$ cat config.mk
export PLATFORM = sky130hd
export DESIGN_NAME = hazard_stall_ctrl
export DESIGN_NICKNAME = d
export VERILOG_FILES = /design/src/rtl/hazard_stall_ctrl.sv
export SDC_FILE = /design/constraint.sdc
export NUM_CORES = 1
export LEC_CHECK = 0
export CAP_MARGIN = 20
export CELL_PAD_IN_SITES_DETAIL_PLACEMENT = 0
export CELL_PAD_IN_SITES_GLOBAL_PLACEMENT = 1
export CORE_ASPECT_RATIO = 0.7
export CORE_MARGIN = 4
export CORE_UTILIZATION = 34
export DETAILED_ROUTE_END_ITERATION = 6
export GPL_TIMING_DRIVEN = 0
export HOLD_SLACK_MARGIN = 0.12
export PLACE_DENSITY_LB_ADDON = 0.1
export SETUP_SLACK_MARGIN = 0.4
export SLEW_MARGIN = 25
export SYNTH_ARGS = -nofsm -noshare
export SYNTH_HDL_FRONTEND = slang
export SYNTH_SLANG_ARGS = --single-unit
$ cat constraint.sdc
create_clock -name clk_i -period 3.99 [get_ports clk_i]
set_input_delay 1.197 -clock clk_i [delete_from_list [all_inputs] [get_ports clk_i]]
set_output_delay 1.197 -clock clk_i [all_outputs]
set_load 0.05 [all_outputs]
$ cat src/rtl/hazard_stall_ctrl.sv
// Pipeline hazard/stall controller: load-use bubbles, IF flush on taken branch,
// whole-pipeline freeze during multi-cycle data-memory accesses, saturating perf counters.
module hazard_stall_ctrl #(
  parameter int MEM_LAT = 1,
  parameter int CNT_W   = 16
) (
  input  logic             clk_i,
  input  logic             start_i,
  input  logic [4:0]       ID_Rs1_i,
  input  logic [4:0]       ID_Rs2_i,
  input  logic             EX_MemRead_i,
  input  logic [4:0]       EX_Rd_i,
  input  logic             Branch_taken_i,
  input  logic             MEM_Access_i,
  output logic             PCWrite_o,
  output logic             IF_ID_Write_o,
  output logic             Bubble_o,
  output logic             IF_Flush_o,
  output logic             Freeze_o,
  output logic [CNT_W-1:0] stall_cnt_o,
  output logic [CNT_W-1:0] flush_cnt_o,
  output logic             state_o
);

  localparam int              WC_W    = $clog2(MEM_LAT) + 1;
  localparam logic [WC_W-1:0] WC_LOAD = WC_W'(MEM_LAT - 1);
  localparam logic [WC_W-1:0] WC_ONE  = WC_W'(1);
  localparam bit              MULTI   = (MEM_LAT > 1);

  typedef enum logic {RUN = 1'b0, MEM_WAIT = 1'b1} state_t;

  state_t          state, state_nxt;
  logic [WC_W-1:0] wait_cnt, wait_cnt_nxt;
  logic            lu;
  logic            frz;

  assign lu = EX_MemRead_i && (EX_Rd_i != 5'd0) &&
              ((EX_Rd_i == ID_Rs1_i) || (EX_Rd_i == ID_Rs2_i));

  // The accepting RUN cycle is itself the first frozen cycle; the last MEM_WAIT cycle is not.
  assign frz = ((state == RUN) && MEM_Access_i && MULTI) ||
               ((state == MEM_WAIT) && (wait_cnt > WC_ONE));

  assign state_o = state;

  always_ff @(posedge clk_i or negedge start_i) begin
    if (!start_i) begin
      state    <= RUN;
      wait_cnt <= '0;
    end else begin
      state    <= state_nxt;
      wait_cnt <= wait_cnt_nxt;
    end
  end

  always_comb begin
    state_nxt    = state;
    wait_cnt_nxt = wait_cnt;
    case (state)
      RUN: begin
        if (MEM_Access_i && MULTI) begin
          state_nxt    = MEM_WAIT;
          wait_cnt_nxt = WC_LOAD;
        end
      end
      MEM_WAIT: begin
        if (wait_cnt > WC_ONE) begin
          wait_cnt_nxt = wait_cnt - WC_ONE;
        end else begin
          state_nxt    = RUN;
          wait_cnt_nxt = '0;
        end
      end
      default: begin
        state_nxt    = RUN;
        wait_cnt_nxt = '0;
      end
    endcase
  end

  // Priority: freeze over load-use over flush; everything low while reset is held.
  always_comb begin
    PCWrite_o     = 1'b0;
    IF_ID_Write_o = 1'b0;
    Bubble_o      = 1'b0;
    IF_Flush_o    = 1'b0;
    Freeze_o      = 1'b0;
    if (start_i) begin
      if (frz) begin
        Freeze_o = 1'b1;
      end else if (lu) begin
        Bubble_o = 1'b1;
      end else begin
        PCWrite_o     = 1'b1;
        IF_ID_Write_o = 1'b1;
        IF_Flush_o    = Branch_taken_i;
      end
    end
  end

  always_ff @(posedge clk_i or negedge start_i) begin
    if (!start_i) begin
      stall_cnt_o <= '0;
      flush_cnt_o <= '0;
    end else begin
      if ((frz || lu) && (stall_cnt_o != '1)) begin
        stall_cnt_o <= stall_cnt_o + CNT_W'(1);
      end
      if (IF_Flush_o && (flush_cnt_o != '1)) begin
        flush_cnt_o <= flush_cnt_o + CNT_W'(1);
      end
    end
  end

endmodule

==> run summary, run 1 <==
================================================================================
Critical Path RT ..................................................      2790 ps
Post-placement setup slack ........................................     -1060 ps
Quantity of I/O buffers inserted on ports .........................           54
CTS Hold Buffers Added ............................................            0
Maximum number of pins on one net before global-route repair ......           30
Worst-skew pair later-pin latency .................................       290 ps
Wirelength, routed ................................................      4.53 mm
Final antenna diode count .........................................            0
Unrepaired setup endpoints after global routing ...................          yes
Register area share after synthesis ...............................        0.462
Total vias in the final route .....................................         1449
Number of top-level pins ..........................................           58
Relative contribution of the clock network to total power .........        0.237
Count of synthesis-stage warnings from yosys ......................            0
CP max FO .........................................................            5
Worst slew margin .................................................        0.661
Net switching power figure ........................................   0.000429 W
Core area .........................................................    4860 um^2
Die Area ..........................................................    6330 um^2
Number of distinct library cells after synthesis ..................           30
CTS root buffer ................................................... sky130_fd_sc_hd__clkbuf_8
Vias in the first global route ....................................         1467
Worst stage delay on the critical path ............................       540 ps
Multiplexer share of the synthesized area .........................       0.0260
Compound-Gate Fraction of Synth Area ..............................       0.0144
Internal Dissipation ..............................................   0.000656 W
Crit-path slowest cell ............................................ sky130_fd_sc_hd__or4_4
Peak supply drop ..................................................     0.298 mV
Worst Tran Pin Value ..............................................       507 ps
Critical path buffers and inverters ...............................            5
Adder-cell share of the synthesized area ..........................       0.0144
Final worst setup slack ...........................................       145 ps
Initial Util ......................................................        0.357
Synthesized flop and latch total ..................................           32
Final TNS setup ...................................................         0 ps
Number of nets with antenna violations after routing ..............            0
Routed length per placed instance .................................      14.9 um
Simple-gate share of the synthesized area .........................        0.260
Initial DRC Count .................................................          124
Category of the worst setup path launch point .....................    input pin
Combinational family with the most area after synthesis ........... simple AND/OR/NAND/NOR gates
Worst Skew ........................................................      11.5 ps
Path category of the worst min-delay check ........................   reg -> reg
Number of iterations in the first detailed-routing pass ...........            4
Critical-path cell list ........................................... buf_8 -> or4_4 -> o21ai_4 -> a21oi_4 -> buf_6 -> buf_8 -> nor2b_4 -> buf_6 -> buf_8
CTS max path bufs .................................................            2
Final RePlAce weighted congestion .................................        0.796
Number of hold-slack violations in the final timing report ........            0
Crit-path most repeated cell ...................................... sky130_fd_sc_hd__buf_8
Total standard cell area after synthesis ..........................    1730 um^2
Period utilization ................................................        0.964
Synthesized area per cell .........................................    10.6 um^2
Power share of the sequential group ...............................        0.395
Max-slew violation count ..........................................            0
Global routing usage summed across all routing layers .............        0.153
Run status ........................................................ complete, no violations
Top Family by Delay on Critical Path .............................. simple AND/OR/NAND/NOR gates
Final core utilization ............................................        0.527
Arr. time, crit path ..............................................      2650 ps
Half-perimeter wire length after detailed placement ...............      3.30 mm
Power density of the placed cells .................................  424 nW/um^2
Chip Width ........................................................      93.4 um
Cell count after synthesis ........................................          164
CTS clock-pin slew for the worst setup and hold paths .............        60 ps
Sw Share ..........................................................        0.395
Wire length of the first global-routing pass ......................      7.41 mm
Clock Sinks .......................................................           32
Crit path kind ....................................................    in -> out
Chip height .......................................................      67.8 um
Global route total overflow .......................................            0
XOR/XNOR share of the synthesized area ............................        0.192
# setup viols final ...............................................            0
Average via count per standard cell ...............................         4.77
Total number of nets in the final design ..........................          256
Fraction of final layout cells with drive strength greater than 1 .        0.209
Comb pwr share ....................................................        0.368
Maximum level of the CTS H-tree ...................................            2
Clock tree from TritonCTS .........................................        built
Area Overhead vs Synth ............................................        47.8%
Highest achievable clock rate .....................................      260 MHz
Tmin final ........................................................      3850 ps
Standard-cell rows ................................................           21
Post-route DRC violation count ....................................            0
Total clock buffers created by CTS ................................            5
CP endpoint kind .................................................. primary output
Count of max-cap constraint violations ............................            0
Number of antenna violations at the first check in global routing .            0
Leakage power of the design .......................................      1.13 nW
================================================================================
-- power groups by stage --
stage / logic [W] / clock network [W] / registers [W]
2_1_floorplan: 0.0000961 / 0 / 0.000581
3_3_place_gp: 0.000391 / 0 / 0.000431
3_5_place_dp: 0.000397 / 0 / 0.000436
4_1_cts: 0.000401 / 0.000266 / 0.000430
5_1_grt: 0.000422 / 0.000283 / 0.000438
6_report: 0.000400 / 0.000257 / 0.000429
-- logic make-up after synthesis --
logic type / after synthesis
compound gates: 3
xor+xnor: 38
fa+ha+maj: 2
buf+inv: 6
flops: 32
mux: 4
other cells: 1
simple gates: 78
-- area by class of cell --
type                       instances  area (um^2)
clock buffer                       6         82.6
tap                               69         86.3
clock inverter                     2         10.0
fill                             445         2300
sequential                        32          801
multi-input combinational        127          915
timing repair buffer              62          604
buffer                             6         63.8
-- per-stage QoR --
stage	total power [W]	hold slack (ps)	instances	instance area, um^2
floorplan	0.000677	789	165	1760
global placement	0.000822	475	288	2390
detailed placement	0.000833	482	289	2400
CTS	0.00110	493	302	2540
global route	0.00114	511	304	2560
finish	0.00109	495	304	2560
-- cells in the mapped netlist --
library cell                n  share of area
sky130_fd_sc_hd__a21o_1     1         0.0043
sky130_fd_sc_hd__a21oi_2    1         0.0051
sky130_fd_sc_hd__and2_1     3          0.011
sky130_fd_sc_hd__and2_2     1         0.0043
sky130_fd_sc_hd__and3_1     5          0.018
sky130_fd_sc_hd__and4_1     1         0.0051
sky130_fd_sc_hd__buf_2      1         0.0029
sky130_fd_sc_hd__buf_4      3          0.013
sky130_fd_sc_hd__buf_6      2          0.013
sky130_fd_sc_hd__conb_1     1         0.0022
sky130_fd_sc_hd__dfrtp_1   32           0.46
sky130_fd_sc_hd__ha_1       2          0.014
sky130_fd_sc_hd__mux2_2     4          0.026
sky130_fd_sc_hd__nand2_1   10          0.022
sky130_fd_sc_hd__nand2b_1   2         0.0072
sky130_fd_sc_hd__nand3_1   12          0.035
sky130_fd_sc_hd__nand4_1   14          0.051
sky130_fd_sc_hd__nor2_1     5          0.011
sky130_fd_sc_hd__nor2b_1    1         0.0036
sky130_fd_sc_hd__nor3_1    10          0.029
sky130_fd_sc_hd__nor4_1     7          0.025
sky130_fd_sc_hd__nor4_2     1         0.0072
sky130_fd_sc_hd__nor4b_2    1         0.0087
sky130_fd_sc_hd__o21ai_2    1         0.0051
sky130_fd_sc_hd__or2_2      2         0.0072
sky130_fd_sc_hd__or4_1      1         0.0043
sky130_fd_sc_hd__or4_4      1         0.0065
sky130_fd_sc_hd__or4b_1     1         0.0058
sky130_fd_sc_hd__xnor2_1   19          0.096
sky130_fd_sc_hd__xor2_1    19          0.096
-- per-layer routing --
metal  up-vias  global-route usage  share of wire
li1        721                   -              -
met5         -                   0              0
met4         0              0.0457         0.0071
met2        43               0.211           0.39
met1       680               0.225           0.53
met3         5              0.0501          0.070
-- placed cells by master, fill, tap and decap left out, drive strengths merged, types with 2 or more instances in the layout --
| master | Yosys | layout |
|---|---|---|
| clkdlybuf4s15 | 0 | 4 |
| conb | 1 | 2 |
| and3 | 5 | 5 |
| clkdlybuf4s50 | 0 | 34 |
| and2 | 4 | 4 |
| nand3 | 12 | 12 |
| nor2 | 5 | 5 |
| or2 | 2 | 2 |
| nor3 | 10 | 10 |
| or4 | 2 | 2 |
| nand2 | 10 | 10 |
| dlygate4sd2 | 0 | 2 |
| xor2 | 19 | 19 |
| dlymetal6s2s | 0 | 2 |
| buf | 6 | 24 |
| nand4 | 14 | 14 |
| nor4 | 8 | 8 |
| nand2b | 2 | 2 |
| dfrtp | 32 | 32 |
| xnor2 | 19 | 19 |
| mux2 | 4 | 4 |
| ha | 2 | 2 |
| clkbuf | 0 | 8 |
| clkinv | 0 | 2 |
-- registers in the layout, summed over array words and instances, names as in the netlist --
| register | count |
|---|---|
| flush_cnt_o | 16 |
| stall_cnt_o | 16 |
-- path summary, 6_finish.rpt --
path / start / to / slack (ps) / cells after the start
worst max-delay path: EX_Rd_i[2] / PCWrite_o / 140 / 9
max in group asynchronous: start_i / stall_cnt_o[1] / 2830 / 2
worst min-delay path: flush_cnt_o[4] / flush_cnt_o[4] / 500 / 1
min in group asynchronous: start_i / flush_cnt_o[10] / 750 / 1
worst min register to register: flush_cnt_o[4] / flush_cnt_o[4] / 500 / 1
worst max register to register: stall_cnt_o[0] / stall_cnt_o[1] / 1700 / 6
-- repair_timing --
action	4_1_cts	5_1_grt
endpoints found under the setup margin	4	4
gates resized for setup	66	11
setup buffers	5	2
pin swaps	9	8
(Power assumes the default switching activity.)
==> run 2, diff against run 1 <==
- CORE_UTILIZATION: 34 -> 36
- CTS_BUF_LIST: not set -> sky130_fd_sc_hd__clkbuf_8
==> run 2 against run 1 <==
- clock skew shrank 7.1 ps
- hold slack lost 10 ps
- via count grew 2.1%
- register-to-register slack gained 20 ps
- wire length grew 1.7%
- final area shrank 0.44%
- global-route usage grew 0.96 points
- core utilization grew 3.9 points
- largest cell class unchanged
- highest routed layer unchanged
==> run summary, run 2 (same netlist as run 1, synthesis figures left out) <==
================================================================================
CTS max path bufs .................................................            2   unchanged
Crit path kind ....................................................    in -> out
Count of max-cap constraint violations ............................            0   unchanged
End point of the most critical hold path .......................... flush_cnt_o[4]
Final worst setup slack ...........................................       149 ps   +4.62 ps
CTS root buffer ................................................... sky130_fd_sc_hd__clkbuf_8
Highest achievable clock rate .....................................      260 MHz   +0.12%
Arr. time, crit path ..............................................      2640 ps   about the same
Critical path buffers and inverters ...............................            5   unchanged
Top Family by Delay on Critical Path .............................. simple AND/OR/NAND/NOR gates
Number of antenna violations at the first check in global routing .            0   unchanged
Chip Width ........................................................      91.0 um   -2.6%
Peak supply drop ..................................................     0.512 mV   +72%
Most common cell after layout, fill and taps aside ................ sky130_fd_sc_hd__clkdlybuf4s50_1
Worst Tran Pin Value ..............................................       566 ps   +58.5 ps
Maximum number of pins on one net before global-route repair ......           21   -30%
Wire length of the first global-routing pass ......................      7.71 mm   +4.1%
Critical Path RT ..................................................      2790 ps   about the same
Worst-skew pair later-pin latency .................................       280 ps   about the same
Run status ........................................................ complete, no violations
Chip height .......................................................      66.1 um   -2.5%
Path depth of the worst reg2reg path ..............................            6   unchanged
# setup viols final ...............................................            0   unchanged
Total number of nets in the final design ..........................          254   -0.78%
Wirelength, routed ................................................      4.61 mm   +1.7%
Worst slew margin .................................................        0.620   -0.0409
CTS Hold Buffers Added ............................................            0   unchanged
Category of the worst setup path launch point .....................    input pin
Leakage power of the design .......................................      1.12 nW   -0.72%
Number of nets with antenna violations after routing ..............            0   unchanged
CTS clock-pin slew for the worst setup and hold paths .............        70 ps   about the same
Total clock buffers created by CTS ................................            5   unchanged
Clock Sinks .......................................................           32   unchanged
Average via count per standard cell ...............................         5.15   +8.1%
Number of hold-slack violations in the final timing report ........            0   unchanged
Core area .........................................................    4500 um^2   -7.3%
Clock tree from TritonCTS .........................................        built
Maximum level of the CTS H-tree ...................................            2   unchanged
CP max FO .........................................................            5   unchanged
Post-route DRC violation count ....................................            0   unchanged
Number of cells on the worst hold path ............................            1   unchanged
Global routing usage summed across all routing layers .............        0.163   +0.00965
Max-slew violation count ..........................................            0   unchanged
Global route total overflow .......................................            0   unchanged
Reg2reg end ....................................................... stall_cnt_o[1]
Vias in the first global route ....................................         1538   +4.8%
Reg-to-reg slack, setup ...........................................      1720 ps   +20 ps
CP endpoint kind .................................................. primary output
Fraction of final layout cells with drive strength greater than 1 .        0.224   +0.0156
Routed length per placed instance .................................      16.1 um   +7.7%
Initial Util ......................................................        0.385   +0.0282
Worst stage delay on the critical path ............................       540 ps   about the same
Unrepaired setup endpoints after global routing ...................          yes
Quantity of I/O buffers inserted on ports .........................           54   unchanged
Critical R2R Launch ............................................... stall_cnt_o[0]
Post-placement setup slack ........................................     -1110 ps   -53.7 ps
Top flop regs ..................................................... flush_cnt_o (16), stall_cnt_o (16)
Final non-filler cell total .......................................          287   -5.6%
Most frequent cells in the layout ................................. 34 x sky130_fd_sc_hd__clkdlybuf4s50_1, 32 x sky130_fd_sc_hd__dfrtp_1, 19 x sky130_fd_sc_hd__xnor2_1, 16 x sky130_fd_sc_hd__xor2_1, 14 x sky130_fd_sc_hd__nand4_1
Min-delay src ..................................................... flush_cnt_o[4]
Tmin final ........................................................      3840 ps   -4.62 ps
Period utilization ................................................        0.963   -0.00116
Crit-path slowest cell ............................................ sky130_fd_sc_hd__or4_4
Die Area ..........................................................    6010 um^2   -5.0%
Number of top-level pins ..........................................           58   unchanged
Standard-cell rows ................................................           20   -4.8%
Total vias in the final route .....................................         1479   +2.1%
Final antenna diode count .........................................            0   unchanged
Filler cells ......................................................          411   -7.6%
Critical-path cell list ........................................... buf_8 -> or4_4 -> o21ai_4 -> a21oi_4 -> buf_6 -> buf_8 -> nor2b_4 -> buf_6 -> buf_8
Half-perimeter wire length after detailed placement ...............      3.33 mm   +1.0%
Final RePlAce weighted congestion .................................        0.837   +5.1%
Power density of the placed cells .................................  420 nW/um^2   -0.80%
Placed Cells ......................................................          275   -4.8%
Crit-path most repeated cell ...................................... sky130_fd_sc_hd__buf_8
Initial DRC Count .................................................           48   -61%
Path category of the worst min-delay check ........................   reg -> reg
Area Overhead vs Synth ............................................        47.1%
Worst Skew ........................................................      4.40 ps   -7.12 ps
Number of iterations in the first detailed-routing pass ...........            4   unchanged
================================================================================
[run 2: cell count changes in the layout (fill, tap and decap cells not counted), moves of 2 or more]
cell | before | now
sky130_fd_sc_hd__xor2_2 | 0 | 3
sky130_fd_sc_hd__xor2_1 | 19 | 16
sky130_fd_sc_hd__nor3_2 | 0 | 2
sky130_fd_sc_hd__nor3_1 | 10 | 8
[run 2: worst reg2reg max path: cells and delay by family (launching register included)]
family	cells	cell delay (ps)
flops	1	420
mux	1	260
fa+ha+maj	1	200
simple gates	4	1270
[run 2: per-stage QoR]
| stage | hold slack [ps] | TNS [ps] | power (W) | util | instance area [um^2] |
|---|---|---|---|---|---|
| 5_1_grt | 512 | 0 | 0.00113 | 0.566 | 2550 |
| 6_report | 485 | 0 | 0.00107 | 0.566 | 2550 |
| 3_3_place_gp | 476 | -5920 | 0.000823 | 0.526 | 2370 |
| 4_1_cts | 490 | 0 | 0.00108 | 0.556 | 2510 |
| 2_1_floorplan | 789 | 0 | 0.000677 | - | 1760 |
| 3_5_place_dp | 475 | -4080 | 0.000831 | 0.531 | 2390 |
[run 2: report_power, final]
part,internal (W),switching [W]
clock,0.000116,0.000121
sequential,0.000369,0.0000605
combinational,0.000150,0.000255
total,0.000636,0.000436
[run 2: repair_timing]
| action | in CTS | in global routing |
|---|---|---|
| setup endpoints to repair | 4 | 4 |
| gates resized for setup | 66 | 17 |
| pin swaps | 10 | 9 |
| buffers inserted | 4 | 1 |
| cloned | 0 | 0 |
[run 2: worst max path at each step]
stage               depth (start not counted)    endpoint        from
global route                               11   PCWrite_o  EX_Rd_i[4]
floorplan                                   7   PCWrite_o  EX_Rd_i[1]
detailed placement                          9    Bubble_o  EX_Rd_i[0]
finish                                      9   PCWrite_o  EX_Rd_i[4]
CTS                                         9   PCWrite_o  EX_Rd_i[4]
global placement                            4  IF_Flush_o     start_i
[run 2: layout make-up]
cell class	instances	area, um^2	share of cell area
buffer	6	63.8	0.0250
sequential	32	801	0.314
clock inverter	2	8.76	0.00343
clock buffer	5	68.8	0.0270
timing repair buffer	60	588	0.231
multi-input combinational	127	952	0.373
tap	55	68.8	0.0270
[run 2: layer usage]
| metal | track usage | vias up | part of all wire |
|---|---|---|---|
| met3 | 0.0444 | 7 | 0.059 |
| met1 | 0.234 | 709 | 0.52 |
| li1 | - | 717 | - |
| met5 | 0 | - | 0 |
| met2 | 0.236 | 46 | 0.41 |
| met4 | 0.0508 | 0 | 0.012 |
==> run 3, diff against run 2 <==
- CAP_MARGIN: 20 -> not set
- CORE_MARGIN: 4 -> not set
==> run 3 against run 2 <==
- the flow now finishes with violations (DRC)
- via count fell by 0.34%
- cell count increased by 1.4%
- flip-flop and latch count stayed put
- sequential power hardly changed
- highest routed layer unchanged
==> run summary, run 3 (same netlist as run 1, synthesis figures left out) <==
================================================================================
Overall power of the completed layout .............................    0.00117 W   +9.4%
CTS root buffer ................................................... sky130_fd_sc_hd__clkbuf_8
Path depth of the worst reg2reg path ..............................            6   unchanged
Period utilization ................................................        0.962   about the same
Crit-path most repeated cell ...................................... sky130_fd_sc_hd__buf_8
Most frequent cells in the layout ................................. 34 x sky130_fd_sc_hd__clkdlybuf4s50_1, 32 x sky130_fd_sc_hd__dfrtp_1, 19 x sky130_fd_sc_hd__xor2_1, 19 x sky130_fd_sc_hd__xnor2_1, 14 x sky130_fd_sc_hd__nand4_1
Sw Share ..........................................................        0.369   -0.0384
CP max FO .........................................................            4   -1
Global route total overflow .......................................            0   unchanged
Standard-cell rows ................................................           20   unchanged
CP endpoint kind .................................................. primary output
Final core utilization ............................................        0.579   +0.0127
Net switching power figure ........................................   0.000432 W   -0.94%
Internal Dissipation ..............................................   0.000740 W   +16%
Top Family by Delay on Critical Path .............................. simple AND/OR/NAND/NOR gates
Routed length per placed instance .................................      14.7 um   -8.5%
Chip height .......................................................      60.1 um   -9.1%
Total placed instance area ........................................    2390 um^2   unchanged
Top flop regs ..................................................... flush_cnt_o (16), stall_cnt_o (16)
Number of cells on the worst hold path ............................            1   unchanged
Comb pwr share ....................................................        0.341   -0.037
Initial DRC Count .................................................           57   +19%
Global routing usage summed across all routing layers .............        0.180   +0.0168
Number of iterations in the first detailed-routing pass ...........            6   +2
Average via count per standard cell ...............................         5.07   -1.7%
Wirelength, routed ................................................      4.27 mm   -7.2%
Clock tree from TritonCTS .........................................        built
CTS clock-pin slew for the worst setup and hold paths .............        70 ps   about the same
Min-delay src ..................................................... flush_cnt_o[4]
Initial Util ......................................................        0.387   +0.00215
Critical path buffers and inverters ...............................            5   unchanged
Power density of the placed cells .................................  452 nW/um^2   +7.6%
CTS Hold Buffers Added ............................................            0   unchanged
Reg-to-reg slack, setup ...........................................      1710 ps   about the same
Post-placement setup slack ........................................     -1150 ps   -40.2 ps
Area Overhead vs Synth ............................................        49.6%
Number of nets with antenna violations after routing ..............            0   unchanged
Number of hold-slack violations in the final timing report ........            0   unchanged
Worst Skew ........................................................      3.87 ps   -0.524 ps
Worst slew margin .................................................        0.626   +0.00586
# setup viols final ...............................................            0   unchanged
Filler cells ......................................................          370   -10%
Chip Width ........................................................      85.0 um   -6.6%
Vias in the first global route ....................................         1419   -7.7%
Die Area ..........................................................    5100 um^2   -15%
Worst Tran Pin Value ..............................................       557 ps   -8.72 ps
Final RePlAce weighted congestion .................................        0.830   -0.86%
Quantity of I/O buffers inserted on ports .........................           54   unchanged
Maximum level of the CTS H-tree ...................................            2   unchanged
Clock Sinks .......................................................           32   unchanged
Wire length of the first global-routing pass ......................      6.85 mm   -11%
Critical path launch point ........................................   EX_Rd_i[4]
Critical-path cell list ........................................... buf_8 -> or4_4 -> o21ai_4 -> a21oi_4 -> buf_6 -> buf_8 -> nor2b_4 -> buf_6 -> buf_8
Post-route DRC violation count ....................................            6   +6
Number of top-level pins ..........................................           58   unchanged
Relative contribution of the clock network to total power .........        0.292   +0.071
Worst hold slack ..................................................       490 ps   +5.32 ps
Highest achievable clock rate .....................................      261 MHz   about the same
Core area .........................................................    4480 um^2   -0.56%
Power share of the sequential group ...............................        0.366   -0.035
Worst-skew pair later-pin latency .................................       290 ps   about the same
Unrepaired setup endpoints after global routing ...................          yes
Critical Path RT ..................................................      2790 ps   about the same
Final antenna diode count .........................................            0   unchanged
Max-slew violation count ..........................................            0   unchanged
Count of max-cap constraint violations ............................            0   unchanged
Total number of nets in the final design ..........................          257   +1.2%
CTS max path bufs .................................................            2   unchanged
Maximum number of pins on one net before global-route repair ......           24   +14%
Worst stage delay on the critical path ............................       540 ps   about the same
Leakage power of the design .......................................      1.14 nW   +2.1%
End point of the most critical hold path .......................... flush_cnt_o[4]
Crit-path slowest cell ............................................ sky130_fd_sc_hd__or4_4
Crit path kind ....................................................    in -> out
Number of antenna violations at the first check in global routing .            0   unchanged
Reg2reg end ....................................................... stall_cnt_o[1]
Total vias in the final route .....................................         1474   -0.34%
Post-route standard cell area excluding fillers ...................    2590 um^2   +1.7%
Total clock buffers created by CTS ................................            5   unchanged
Final worst setup slack ...........................................       151 ps   +2.01 ps
Critical R2R Launch ............................................... stall_cnt_o[0]
Run status ........................................................ finished with violations
Violations in the final reports ...................................          DRC
Tmin final ........................................................      3840 ps   -2.01 ps
Path category of the worst min-delay check ........................   reg -> reg
Arr. time, crit path ..............................................      2640 ps   about the same
Peak supply drop ..................................................     0.357 mV   -30%
Fraction of final layout cells with drive strength greater than 1 .        0.225   +0.000438
Cell depth of the worst setup path ................................            9   unchanged
Most common cell after layout, fill and taps aside ................ sky130_fd_sc_hd__clkdlybuf4s50_1
Category of the worst setup path launch point .....................    input pin
Half-perimeter wire length after detailed placement ...............      3.07 mm   -7.9%
================================================================================
==> run 3: stage by stage <==
stage | setup TNS [ps] | std cells
2_1_floorplan | 0 | 165
3_3_place_gp | -5920 | 274
3_5_place_dp | -4120 | 275
4_1_cts | 0 | 288
5_1_grt | 0 | 291
6_report | 0 | 291
==> run 3: area by class of cell <==
cell class	count	area [um^2]	area share
tap	55	68.8	0.0265
clock inverter	1	30.0	0.0116
sequential	32	801	0.309
timing repair buffer	63	609	0.235
buffer	6	63.8	0.0246
clock buffer	7	96.3	0.0371
multi-input combinational	127	925	0.356
==> run 3: how the worst max path moves through the flow <==
stage,endpoint,slack (ps)
2_1_floorplan,PCWrite_o,70
3_3_place_gp,IF_Flush_o,-1510
3_5_place_dp,Bubble_o,-1150
4_1_cts,PCWrite_o,140
5_1_grt,PCWrite_o,100
6_report,PCWrite_o,150
==> run 3: repair_timing <==
item,CTS,global route
buffers inserted,5,3
endpoints found under the setup margin,4,4
resized for setup,70,10
pin swaps,11,9
==> run 3: worst register-to-register path, delay by kind of cell, from the launching register on <==
kind	cells	cell delay, ps
fa+ha+maj	1	200
flops	1	420
mux	1	260
simple gates	4	1290
==> run 3: power groups by stage <==
stage	combinational [W]	clock [W]	sequential, W
2_1_floorplan	0.0000961	0	0.000581
3_3_place_gp	0.000391	0	0.000431
3_5_place_dp	0.000396	0	0.000434
4_1_cts	0.000401	0.000353	0.000430
5_1_grt	0.000419	0.000368	0.000439
6_report	0.000400	0.000343	0.000430
==> run 3: layer usage <==
layer	vias up	GRT usage	share of wire
met3	8	0.0511	0.060
met5	-	0	0
met1	698	0.264	0.53
li1	722	-	-
met2	46	0.243	0.39
met4	0	0.0775	0.015
